File: src/rtl/feed_ab.sv
// -----------------------------------------------------------------------------
// feed_ab
// Source end of the PE-chain A/B operand links. For one tile it reads k_len
// k-steps of operands from two local memories and streams them to the first
// PE: 2**A_NUM_WIDTH A elements and 2**B_NUM_WIDTH B elements per k-step.
// Each link is a valid / pass-enable link driven by this block as transmitter.
// The two links run independently; either may stall without holding up the
// other.
//
// Optional build macro: FEED_STALL_CNT_EN
//   When defined, adds saturating stall counters a_stall_cnt / b_stall_cnt
//   that count cycles where an element is offered but not accepted.
//
// Ports
//   clk, rst_n                  clock, asynchronous active-low reset
//   start, k_len                tile start pulse and k-step count (IDLE only)
//   busy, done                  tile in progress / one-cycle completion pulse
//   a_rd_en/a_rd_addr/a_rd_data A memory read port (data MEM_LAT after en)
//   b_rd_en/b_rd_addr/b_rd_data B memory read port
//   data_A_FIFO_out, valid_A_FIFO_out, PASS_EN_A_FIFO_in   A link
//   data_B_FIFO_out, valid_B_FIFO_out, PASS_EN_B_FIFO_in   B link
//   a_stall_cnt, b_stall_cnt    (FEED_STALL_CNT_EN only) stall cycle counts
// -----------------------------------------------------------------------------
module feed_ab #(
  parameter int D_WIDTH     = 64,
  parameter int A_NUM_WIDTH = 1,
  parameter int B_NUM_WIDTH = 1,
  parameter int K_WIDTH     = 8,
  parameter int MEM_LAT     = 2
) (
  input  logic                           clk,
  input  logic                           rst_n,
  input  logic                           start,
  input  logic [K_WIDTH-1:0]             k_len,
  output logic                           busy,
  output logic                           done,
  output logic                           a_rd_en,
  output logic [K_WIDTH+A_NUM_WIDTH-1:0] a_rd_addr,
  input  logic [D_WIDTH-1:0]             a_rd_data,
  output logic                           b_rd_en,
  output logic [K_WIDTH+B_NUM_WIDTH-1:0] b_rd_addr,
  input  logic [D_WIDTH-1:0]             b_rd_data,
  output logic [D_WIDTH-1:0]             data_A_FIFO_out,
  output logic                           valid_A_FIFO_out,
  input  logic                           PASS_EN_A_FIFO_in,
  output logic [D_WIDTH-1:0]             data_B_FIFO_out,
  output logic                           valid_B_FIFO_out,
  input  logic                           PASS_EN_B_FIFO_in
`ifdef FEED_STALL_CNT_EN
  ,
  output logic [31:0]                    a_stall_cnt,
  output logic [31:0]                    b_stall_cnt
`endif
);

  localparam int AAW   = K_WIDTH + A_NUM_WIDTH;
  localparam int BAW   = K_WIDTH + B_NUM_WIDTH;
  // Common counter width for both channels (the wider of the two).
  localparam int CAW   = K_WIDTH + ((A_NUM_WIDTH > B_NUM_WIDTH) ? A_NUM_WIDTH : B_NUM_WIDTH);
  localparam int DEPTH = MEM_LAT + 1;
  localparam int PW    = (DEPTH > 1) ? $clog2(DEPTH) : 1;
  // Wide enough to hold occupancy + in-flight without wrapping.
  localparam int CW    = $clog2(DEPTH + 1) + 1;

  typedef enum logic [1:0] {
    IDLE = 2'd0,
    RUN  = 2'd1,
    DONE = 2'd2
  } state_t;

  state_t             state;
  state_t             state_nxt;
  logic [K_WIDTH-1:0] k_len_q;
  logic               accept;
  logic               run;

  // Per-channel views: index 0 = A, index 1 = B.
  logic [CAW-1:0]     total_c [2];
  logic [D_WIDTH-1:0] rdata_c [2];
  logic [D_WIDTH-1:0] data_c  [2];
  logic [CAW-1:0]     addr_c  [2];
  logic [1:0]         pass_v;
  logic [1:0]         rd_en_v;
  logic [1:0]         valid_v;
  logic [1:0]         fin_v;

  function automatic logic [PW-1:0] ptr_inc(input logic [PW-1:0] p);
    return (p == PW'(DEPTH - 1)) ? '0 : p + 1'b1;
  endfunction

  assign accept     = start && (state == IDLE);
  assign run        = (state == RUN);
  assign total_c[0] = CAW'(k_len_q) << A_NUM_WIDTH;
  assign total_c[1] = CAW'(k_len_q) << B_NUM_WIDTH;
  assign rdata_c[0] = a_rd_data;
  assign rdata_c[1] = b_rd_data;
  assign pass_v     = {PASS_EN_B_FIFO_in, PASS_EN_A_FIFO_in};

  // --- control FSM ---------------------------------------------------------
  always_ff @(posedge clk or negedge rst_n) begin
    if (!rst_n) begin
      state   <= IDLE;
      k_len_q <= '0;
    end else begin
      state <= state_nxt;
      if (accept) k_len_q <= k_len;
    end
  end

  always_comb begin
    state_nxt = state;
    busy      = 1'b0;
    done      = 1'b0;
    case (state)
      IDLE: begin
        if (start) state_nxt = (k_len == '0) ? DONE : RUN;
      end
      RUN: begin
        busy = 1'b1;
        // fin_v already includes an acceptance happening this cycle, so
        // done lands exactly one cycle after the last element moves.
        if (&fin_v) state_nxt = DONE;
      end
      DONE: begin
        busy      = 1'b1;
        done      = 1'b1;
        state_nxt = IDLE;
      end
      default: state_nxt = IDLE;
    endcase
  end

  // --- per-channel prefetch: issue, in-flight tracking, buffer, output ------
  for (genvar c = 0; c < 2; c++) begin : g_ch
    logic [CAW-1:0]     issued;
    logic [CAW-1:0]     accepted;
    logic [MEM_LAT-1:0] pend;
    logic [D_WIDTH-1:0] mem_q [DEPTH];
    logic [PW-1:0]      wr_ptr;
    logic [PW-1:0]      rd_ptr;
    logic [CW-1:0]      occ;
    logic [CW-1:0]      inflight;
    logic [CW-1:0]      occ_eff;
    logic               pop;
    logic               push;
    logic               issue;

    // pend[k] marks a read issued k+1 cycles ago; the oldest slot lines up
    // with the cycle its data is on rd_data.
    assign push = pend[MEM_LAT-1];
    assign pop  = (occ != '0) && pass_v[c];

    always_comb begin
      inflight = '0;
      for (int i = 0; i < MEM_LAT; i++) inflight = inflight + CW'(pend[i]);
    end

    // The slot vacated by this cycle's pop counts as free credit; without it
    // a DEPTH-entry buffer could not sustain one element per cycle.
    assign occ_eff = occ - CW'(pop);
    assign issue   = run && (issued < total_c[c]) && ((occ_eff + inflight) < CW'(DEPTH));

    always_ff @(posedge clk or negedge rst_n) begin
      if (!rst_n) begin
        issued   <= '0;
        accepted <= '0;
        pend     <= '0;
        wr_ptr   <= '0;
        rd_ptr   <= '0;
        occ      <= '0;
        for (int i = 0; i < DEPTH; i++) mem_q[i] <= '0;
      end else if (accept) begin
        issued   <= '0;
        accepted <= '0;
        pend     <= '0;
        wr_ptr   <= '0;
        rd_ptr   <= '0;
        occ      <= '0;
      end else begin
        pend <= (pend << 1) | MEM_LAT'(issue);
        if (issue) issued <= issued + 1'b1;
        if (push) begin
          mem_q[wr_ptr] <= rdata_c[c];
          wr_ptr        <= ptr_inc(wr_ptr);
        end
        if (pop) begin
          rd_ptr   <= ptr_inc(rd_ptr);
          accepted <= accepted + 1'b1;
        end
        occ <= occ + CW'(push) - CW'(pop);
      end
    end

    assign rd_en_v[c] = issue;
    assign addr_c[c]  = issued;
    assign valid_v[c] = (occ != '0);
    assign data_c[c]  = mem_q[rd_ptr];
    assign fin_v[c]   = (accepted == total_c[c]) ||
                        (pop && (accepted == total_c[c] - CAW'(1)));
  end

  assign a_rd_en          = rd_en_v[0];
  assign a_rd_addr        = addr_c[0][AAW-1:0];
  assign b_rd_en          = rd_en_v[1];
  assign b_rd_addr        = addr_c[1][BAW-1:0];
  assign data_A_FIFO_out  = data_c[0];
  assign valid_A_FIFO_out = valid_v[0];
  assign data_B_FIFO_out  = data_c[1];
  assign valid_B_FIFO_out = valid_v[1];

`ifdef FEED_STALL_CNT_EN
  function automatic logic [31:0] sat_inc(input logic [31:0] v);
    return (v == '1) ? v : v + 32'd1;
  endfunction

  // --- stall counters ------------------------------------------------------
  always_ff @(posedge clk or negedge rst_n) begin
    if (!rst_n) begin
      a_stall_cnt <= '0;
      b_stall_cnt <= '0;
    end else if (accept) begin
      a_stall_cnt <= '0;
      b_stall_cnt <= '0;
    end else begin
      if (valid_v[0] && !pass_v[0]) a_stall_cnt <= sat_inc(a_stall_cnt);
      if (valid_v[1] && !pass_v[1]) b_stall_cnt <= sat_inc(b_stall_cnt);
    end
  end
`endif

endmodule

File: config.mk
export PLATFORM = sky130hd
export DESIGN_NAME = feed_ab
export DESIGN_NICKNAME = d
export VERILOG_FILES = /design/src/rtl/feed_ab.sv
export SDC_FILE = /design/constraint.sdc
export NUM_CORES = 1
export LEC_CHECK = 0
export ABC_AREA = 1
export CORE_MARGIN = 4
export CORE_UTILIZATION = 39
export DETAILED_ROUTE_END_ITERATION = 10
export GPL_TIMING_DRIVEN = 0
export PLACE_DENSITY = 0.62
export RECOVER_POWER = 25
export SLEW_MARGIN = 20
export SYNTH_ARGS = -nofsm -noshare
export SYNTH_HDL_FRONTEND = slang
export SYNTH_SLANG_ARGS = --single-unit
File: constraint.sdc
create_clock -name clk -period 3.8 [get_ports clk]
set_clock_uncertainty 0.15 [all_clocks]
set_input_delay 0.57 -clock clk [delete_from_list [all_inputs] [get_ports clk]]
set_output_delay 0.57 -clock clk [all_outputs]
set_load 0.01 [all_outputs]
Word level (Yosys, flattened, before mapping)
Cells that the tools add are included.

storage, ports and cells
  memories kept = 0
  bits in registers = 448
  bits in latches = 0
  bits in read-only memories = 0
  memory bits (writable) = 0

operators by class
  reductions and logical operators = 28
  mux-type cells = 42
  equality and inequality tests = 12
  magnitude comparators = 10
  multiply operators = 0
  shifts and indexed selects = 0
  divide/modulo/power cells = 0
  bitwise operators = 7
  add/sub/neg operators = 19

operator list
  cell                                                                  count
  192-bit bitwise mux                                                   2
  64-bit 2-to-1 mux                                                     6
  64-bit binary-select mux with 2-bit select                            2
  64-bit demux with 2-bit select                                        2
  9-bit 2-to-1 mux                                                      8
  9-bit by 1-bit adder with 9-bit output, second input constant         4
  9-bit == test                                                         4
  2-bit 2-to-1 mux                                                      17
  9-bit < comparator                                                    2
  3-bit >= comparator, second input constant                            4
  2-bit NOT with 3-bit output                                           4
  2-bit nonzero test                                                    6
  3-bit by 1-bit subtractor with 3-bit output                           4
  1-bit logical AND                                                     11
  2-bit == test, second input constant                                  5
  9-bit by 1-bit subtractor with 9-bit output, second input constant    1
  2-bit by 1-bit adder with 2-bit output, second input constant         4
  8-bit logical NOT                                                     1
  2-bit AND reduction                                                   4
  3-bit by 1-bit adder with 3-bit output                                2
  3-bit by 2-bit adder with 3-bit output                                2
  3-bit by 1-bit < comparator with 1-bit output, second input constant  2
  3-bit by 2-bit < comparator with 1-bit output, second input constant  2
  3-bit 2-to-1 mux                                                      2
  12 further kinds                                                      17

Depth between registers and ports, before layout
Gate-level depths: netlist of run 1.

  word-level depth = 8
  gate-level depth with buffers = 16

Least setup slack after synthesis of run 1
No wires, ideal clock.

  kind = reg2out
  start point = register g_ch[1].occ[1]
  end point = output b_rd_en
  buffers on the path = 0
  cell stages (with the launch flop) = 14
  arrival time = 2.561 ns
  required time = 3.080 ns
  path slack = 0.519 ns
  cell sequence = dfrtp_1 > nor2_1 > nand2_2 > nand2_2 > clkinv_2 > ha_1 > fa_1 > inv_1 > fa_1 > inv_1 > o21bai_1 > a211oi_2 > nand2_4 > clkinv_2

on the way
  cells in the longest elaborated chain, start to end = 6

RTL lines
  what                                           line  RTL
  from (decl)                                    141   logic [CW-1:0] occ;
  from (signal assigned)                         190   occ <= occ + CW'(push) - CW'(pop);
  3-bit nonzero test                             -
  net valid_B_FIFO_out                           47    output logic valid_B_FIFO_out,
  1-bit logical AND                              151   assign pop = (occ != '0) && pass_v[c];
  3-bit by 1-bit subtractor with 3-bit output    160   assign occ_eff = occ - CW'(pop);
  3-bit by 2-bit adder with 3-bit output         161   assign issue = run && (issued < total_c[c]) && ((occ_eff + inflight) < CW'(DEPTH));
  3-bit by 2-bit < comparator with 1-bit output  161
  1-bit logical AND                              161
  to (decl)                                      40    output logic b_rd_en,

The timed path passes the listed nets, and every way through them passes these cells.

Final worst setup path of run 1
  start point = register g_ch[1].occ[2]
  end point = output b_rd_en

on the way
  cells in the longest elaborated chain, start to end = 6

RTL lines
  what                                             line
  3-bit nonzero test                               151
  1-bit logical AND                                151
  3-bit by 1-bit subtractor with 3-bit output *    160
  3-bit by 2-bit adder with 3-bit output *         161
  3-bit by 2-bit < comparator with 1-bit output *  161
  1-bit logical AND *                              161

Mark *: on every way between the ends. The rest lies on a longest branch, timed or not.

==> results of run 1 <==
==> what timing repair did <==
| item | in CTS | in global routing |
|---|---|---|
| hold endpoints to repair | 90 | 0 |
| pin swaps | 7 | 8 |
| hold buffers | 1 | 0 |
| setup endpoints to repair | 58 | 24 |
| setup buffers | 10 | 2 |
| gates resized for setup | 24 | 18 |
==> area by class of cell <==
type	count	area (µm²)
buffer	134	576.8
sequential	448	11210
clock inverter	15	153.9
antenna	3	7.507
inverter	344	1303
multi-input combinational	1450	7401
timing repair buffer	309	3133
clock buffer	74	1440
tap	680	850.8
fill	4858	25540
==> path summary, 6_finish.rpt <==
kind,slack (ps),depth (start not counted),from,to
worst min register to register,330,2,g_ch[0].mem_q[121],g_ch[0].mem_q[121]
min in group asynchronous,420,2,rst_n,g_ch[1].mem_q[35]
worst min-delay path,330,2,g_ch[0].mem_q[121],g_ch[0].mem_q[121]
max in group asynchronous,880,6,rst_n,g_ch[0].mem_q[15]
worst max-delay path,7,14,g_ch[1].occ[2],b_rd_en
worst max register to register,720,17,g_ch[1].occ[2],b_rd_addr[7]
==> sequential cells by signal, summed over array words and instances, names as in the netlist, 4 cells and up <==
register and flops:
g_ch.rd_ptr 4, g_ch.occ 6, g_ch.accepted 18, g_ch.pend 4, a_rd_addr 9, g_ch.mem_q 384, g_ch.wr_ptr 4, b_rd_addr 9
k_len_q 8
==> where the power goes <==
part | leakage [nW] | switching (mW) | internal (mW)
Clock | 0.794 | 1.98 | 2.76
Combinational | 5.81 | 5.14 | 4.02
Sequential | 5.67 | 0.883 | 6.45
==> worst reg2reg max path: stages (launching register included) <==
cell and delay [ps]:
sky130_fd_sc_hd__dfrtp_1 380, sky130_fd_sc_hd__nor2_2 140, sky130_fd_sc_hd__nand2_2 90, sky130_fd_sc_hd__nand2_4 90
sky130_fd_sc_hd__clkinv_4 70, sky130_fd_sc_hd__ha_4 220, sky130_fd_sc_hd__fa_2 380, sky130_fd_sc_hd__inv_2 60
sky130_fd_sc_hd__fa_1 400, sky130_fd_sc_hd__inv_1 60, sky130_fd_sc_hd__o21bai_1 70, sky130_fd_sc_hd__a211oi_2 280
sky130_fd_sc_hd__nand2_4 80, sky130_fd_sc_hd__buf_4 130, sky130_fd_sc_hd__buf_4 160, sky130_fd_sc_hd__nand2_4 100
sky130_fd_sc_hd__nand2_1 70, sky130_fd_sc_hd__o21ai_0 70
==> cells in the mapped netlist <==
library cell,n,share of area
sky130_fd_sc_hd__buf_6,1,0.00055
sky130_fd_sc_hd__buf_1,11,0.0020
sky130_fd_sc_hd__nor4_2,2,0.0012
sky130_fd_sc_hd__o21ai_2,1,0.00043
sky130_fd_sc_hd__o21ai_0,532,0.13
sky130_fd_sc_hd__buf_2,37,0.0091
sky130_fd_sc_hd__xor2_1,12,0.0051
sky130_fd_sc_hd__nand4_1,4,0.0012
sky130_fd_sc_hd__a211oi_2,2,0.0012
sky130_fd_sc_hd__xnor2_1,9,0.0039
sky130_fd_sc_hd__ha_1,28,0.017
sky130_fd_sc_hd__a22oi_1,121,0.044
sky130_fd_sc_hd__nand3_1,56,0.014
sky130_fd_sc_hd__inv_1,333,0.061
sky130_fd_sc_hd__nand2_2,6,0.0018
sky130_fd_sc_hd__nor2_4,1,0.00055
sky130_fd_sc_hd__o21bai_1,3,0.0011
sky130_fd_sc_hd__nor2_1,64,0.012
sky130_fd_sc_hd__fa_1,6,0.0059
sky130_fd_sc_hd__a21boi_4,1,0.00092
sky130_fd_sc_hd__dfrtp_1,448,0.55
sky130_fd_sc_hd__clkinv_1,2,0.00037
sky130_fd_sc_hd__a31oi_1,2,0.00061
sky130_fd_sc_hd__inv_2,6,0.0011
sky130_fd_sc_hd__clkinv_2,3,0.00073
sky130_fd_sc_hd__nand2_4,3,0.0017
sky130_fd_sc_hd__or2_4,2,0.00086
sky130_fd_sc_hd__a21oi_1,17,0.0042
sky130_fd_sc_hd__nor3_1,8,0.0020
sky130_fd_sc_hd__nor3_2,4,0.0020
sky130_fd_sc_hd__clkbuf_1,82,0.015
sky130_fd_sc_hd__nor4_1,5,0.0015
sky130_fd_sc_hd__or2_2,2,0.00061
sky130_fd_sc_hd__o21ai_1,10,0.0024
sky130_fd_sc_hd__nand3_2,3,0.0015
sky130_fd_sc_hd__o211ai_1,8,0.0029
sky130_fd_sc_hd__nor2_2,4,0.0012
sky130_fd_sc_hd__buf_4,3,0.0011
sky130_fd_sc_hd__nor3b_2,1,0.00061
sky130_fd_sc_hd__nand2_1,533,0.098
==> cell families after synthesis <==
kind of cell	Yosys count	synth area share
xor+xnor	21	0.008997
simple gates	698	0.1400
flops	448	0.5483
compound gates	697	0.1885
fa+ha+maj	34	0.02301
buf+inv	478	0.09113
==> per-layer routing <==
metal  GRT usage  share of wire  vias to the layer above
met1      0.2917           0.44                     8747
met4     0.06989          0.028                        6
met2      0.3444           0.48                      548
met3     0.03459          0.057                      107
li1            -              -                     8435
met5           0        0.00077                        -
==> stage by stage <==
| step | total power, mW | hold WS [ps] | cells | setup TNS, ps | worst slack [ps] |
|---|---|---|---|---|---|
| floorplan | 12.01 | 124.4 | 2376 | 0 | 518.5 |
| global placement | 16.23 | 315.9 | 3348 | -7882010 | -17680 |
| detailed placement | 16.43 | 323.7 | 3352 | -1316 | -710.9 |
| CTS | 21.39 | 337.2 | 3452 | -50.58 | -50.58 |
| global route | 22.75 | 343.5 | 3457 | -191.2 | -184.1 |
| finish | 21.23 | 331.0 | 3457 | 0 | 6.738 |
==> reports/results.tsv, run 1 <==
metric	value	unit
ioPinCount	293	
max_clock_freq	0.2636	GHz
period_share	0.9982	
die_width	237.0	µm
post-route-util	0.5052	
path_delay_family	adder cells	
cap_violations	0	
critical_path.n_buffers_inverters	5	
post_synth_instance_area	20440	µm²
finalSetupViolCount	0	
post-route-drc-count	0	
max-vdd-ir-drop	0.3747	mV
ys_seq_elements	448	
syn_avg_cell_area	8.605	µm²
timing.critical_path.arrival	3070	ps
tritoncts	yes	
post-route-cell-area	26080	µm²
drt_iter0_markers	1429	
placement_rows	83	
detail_route.wl_per_cell	17.59	µm
worst_setup_hold_path_clk_slew	60	ps
cp_slowest_cell	sky130_fd_sc_hd__fa_1	
crit_path_max_incr_delay	400	ps
report.final.slew_viol_count	0	
drive_gt1_frac	0.06957	
grt_max_degree	98	
die_height	237.0	µm
critical_path.most_common_cell	sky130_fd_sc_hd__nand2_4	
remaining_global_route_overflow	0	
grt_setup_unrepaired	yes	
core_region_area	51610	µm²
cts_inserted_buffers	49	
max_h_tree_level	2	
gpl.final_weighted_congestion	0.8488	
netlist_instances	2376	
critPathLaunchType	flop	
synthesis_warning_total	0	
detail-route-antenna-nets	0	
maxSlewHeadroom	0.3981	
viasPerCell	5.161	
most_common_library_cell_in_the_layout_ignoring_fill_and_taps	sky130_fd_sc_hd__nand2_1	
antenna_found_initial	6	
mostFrequentLayoutCells	sky130_fd_sc_hd__nand2_1 (534), sky130_fd_sc_hd__o21ai_0 (529), sky130_fd_sc_hd__dfrtp_1 (447)	
power-per-cell-area	814.2	nW/µm²
global_route_usage_sum	0.2121	
tightest_slew	902.8	ps
drt-pass1-iter-count	5	
critical_path.cell_chain	nor2_2 -> nand2_2 -> nand2_4 -> clkinv_4 -> ha_4 -> fa_2 -> inv_2 -> fa_1 -> inv_1 -> o21bai_1 -> a211oi_2 -> nand2_4 -> clkinv_2 -> buf_6	
clock_insertion_delay_worst_skew	580	ps
root_buffer	sky130_fd_sc_hd__clkbuf_16	
cts-root-to-sink-buffers	3	
hold_class	reg -> reg	
synth.lib_cells_used.distinct	40	
routed-via-count	17843	
required	3080	ps
numClockSinks	448	
timing_hold_violations_final	0	
p_leak	12.28	nW
die_area	56150	µm²
final_critical_delay_including_setup_and_external_delays	3793	ps
place.port_buffers	292	
nNetsFinal	2911	
run_status	complete, no violations	
area_delta_synth_final	27.55	%
yosysSeqAreaShare	0.5483	
grt_first_pass_wirelength	97350	µm
worst_setup_path_end_kind	output pin	
hpwlAfterDp	43320	µm
route.final.wire_length	60820	µm
timing_worst_setup_path_type	reg -> out	
number_of_global_route_vias_before_repair	18009	
initial_core_util	0.3961	
mappedNetlistNets	2551	
place_area	24330	µm²
crit_fanout	2	
(Power assumes the default switching activity.)
==> inputs of run 2 (changes only) <==
--- a/config.mk
+++ b/config.mk
@@ -6,11 +6,14 @@
 export NUM_CORES = 1
 export LEC_CHECK = 0
 export ABC_AREA = 1
+export CELL_PAD_IN_SITES_DETAIL_PLACEMENT = 0
+export CELL_PAD_IN_SITES_GLOBAL_PLACEMENT = 1
 export CORE_MARGIN = 4
 export CORE_UTILIZATION = 39
 export DETAILED_ROUTE_END_ITERATION = 10
 export GPL_TIMING_DRIVEN = 0
-export PLACE_DENSITY = 0.62
+export HOLD_SLACK_MARGIN = 0.15
+export PLACE_DENSITY = 0.78
 export RECOVER_POWER = 25
 export SLEW_MARGIN = 20
 export SYNTH_ARGS = -nofsm -noshare
==> run 2 against run 1 <==
  * The run now ends with capacitance limit, slew limit left
  * Flip-flop and latch count stayed put
  * Maximum frequency is 1.7% higher
  * Count of clock-buffer cells in the layout is 5 higher
  * Largest cell class unchanged
  * Critical path depth stayed put
  * Non-clock buffer count is 2 higher
  * Sequential power hardly changed
  * Wire length is 0.56% higher
==> reports/results.tsv, run 2 (synthesis gave the netlist of run 1 again) <==
metric	value	unit
critical_path.n_buffers_inverters	5	
timing_hold_violations_final	0	
grt_first_pass_wirelength	99790	µm
hold_class	reg -> reg	
gpl.final_weighted_congestion	0.8651	
place.port_buffers	292	
initial_core_util	0.3961	
p_leak	12.31	nW
hpwlAfterDp	43340	µm
min-delay-start	g_ch[1].accepted[7]	
drt-pass1-iter-count	6	
die_height	237.0	µm
die_width	237.0	µm
biggestRegsByFlops	g_ch.mem_q (384), g_ch.accepted (18)	
post-route-drc-count	0	
drive_gt1_frac	0.07127	
area_delta_synth_final	28.01	%
crit_path_max_incr_delay	400	ps
largest-register	g_ch.mem_q	
cts-root-to-sink-buffers	3	
period_share	0.9811	
detail-route-antenna-nets	0	
worst_setup_path_end_kind	output pin	
viasPerCell	5.129	
power-per-cell-area	815.8	nW/µm²
remaining_global_route_overflow	0	
max_clock_freq	0.2682	GHz
post-route-util	0.5071	
drt_iter0_markers	1275	
required	3080	ps
die_area	56150	µm²
final_critical_delay_including_setup_and_external_delays	3728	ps
run_status	finished, violations left	
mostFrequentLayoutCells	sky130_fd_sc_hd__nand2_1 (533), sky130_fd_sc_hd__o21ai_0 (532), sky130_fd_sc_hd__dfrtp_1 (447)	
global_route_usage_sum	0.2174	
placement_rows	83	
report.final.slew_viol_count	27	
number_of_global_route_vias_before_repair	18129	
max-vdd-ir-drop	0.4118	mV
hold-path-endpoint	g_ch[1].accepted[7]	
detail_route.wl_per_cell	17.68	µm
root_buffer	sky130_fd_sc_hd__clkbuf_16	
most_common_library_cell_in_the_layout_ignoring_fill_and_taps	sky130_fd_sc_hd__nand2_1	
maxSlewHeadroom	-0.3339	
cap_violations	1	
largest_register_ff_count	384	
failed_checks	capacitance limit, slew limit	
routed-via-count	17745	
reg_to_reg_endpoint	a_rd_addr[3]	
r2r_start	g_ch[0].occ[1]	
reg2reg_slack	880	ps
critical_path.cell_chain	nor2_2 -> nand2_2 -> nand2_4 -> clkinv_4 -> ha_4 -> fa_2 -> inv_2 -> fa_1 -> inv_1 -> o21bai_1 -> a211oi_2 -> nand2_4 -> clkinv_4 -> buf_6	
max_h_tree_level	2	
tightest_slew	2001	ps
clock_insertion_delay_worst_skew	600	ps
cp.depth	14	
critPathLaunchType	flop	
antenna_found_initial	8	
cts_inserted_buffers	51	
finalSetupViolCount	0	
path_delay_family	adder cells	
min_delay_path_depth	1	
crit_fanout	2	
grt_max_degree	102	
tritoncts	yes	
grt_setup_unrepaired	yes	
fin_setup_tns	0	ps
timing.critical_path.arrival	3010	ps
core_region_area	51610	µm²
route.final.wire_length	61160	µm
worst_hold_slack	327.5	ps
nNetsFinal	2915	
ioPinCount	293	
cp_slowest_cell	sky130_fd_sc_hd__fa_1	
numClockSinks	448	
worst_setup_hold_path_clk_slew	60	ps
ff2ff_path_depth	15	
timing_worst_setup_path_type	reg -> out	
==> run 2: stage by stage <==
stage	cell area (µm²)	setup slack, ps	power, mW	std cells
2_1_floorplan	20440	518.5	12.01	2376
3_3_place_gp	24220	-17860	16.27	3348
3_5_place_dp	24360	-581.5	16.46	3353
4_1_cts	26130	-1.663	21.53	3455
5_1_grt	26170	-67.42	22.92	3460
6_report	26170	71.70	21.35	3460
==> run 2: final cells by class <==
| type | count | area, µm² |
|---|---|---|
| fill | 4820 | 25440 |
| sequential | 448 | 11210 |
| multi-input combinational | 1450 | 7413 |
| timing repair buffer | 311 | 3157 |
| clock buffer | 79 | 1491 |
| inverter | 344 | 1309 |
| tap | 680 | 850.8 |
| buffer | 134 | 581.8 |
| clock inverter | 12 | 151.4 |
| antenna | 2 | 5.005 |
==> run 2: worst max path at each step <==
stage	start	end	slack, ps
finish	g_ch[1].occ[2]	b_rd_en	70
global route	g_ch[1].occ[2]	b_rd_en	-70
CTS	g_ch[1].occ[1]	b_rd_en	-2
detailed placement	PASS_EN_A_FIFO_in	a_rd_en	-580
global placement	rst_n	g_ch[0].mem_q[108]	-17860
floorplan	g_ch[1].occ[1]	b_rd_en	520
==> run 2: timing repair <==
item / CTS / global route
buffers inserted: 10 / 3
setup endpoints to repair: 50 / 23
hold buffers: 1 / 0
endpoints found under the hold margin: 299 / 0
resized for setup: 22 / 20
pin swaps: 7 / 10
==> run 2: layer usage <==
metal	vias to the layer above	GRT usage	part of all wire
met4	10	0.06900	0.028
met5	-	0	0.0014
met2	490	0.3510	0.48
met3	117	0.04146	0.058
li1	8434	-	-
met1	8694	0.2980	0.43
==> run 2: where the power goes <==
group / internal, mW / total (mW) / leakage (nW) / switching, mW
clock: 2.84 / 4.83 / 0.807 / 1.99
sequential: 6.45 / 7.33 / 5.67 / 0.876
combinational: 4.03 / 9.19 / 5.83 / 5.16
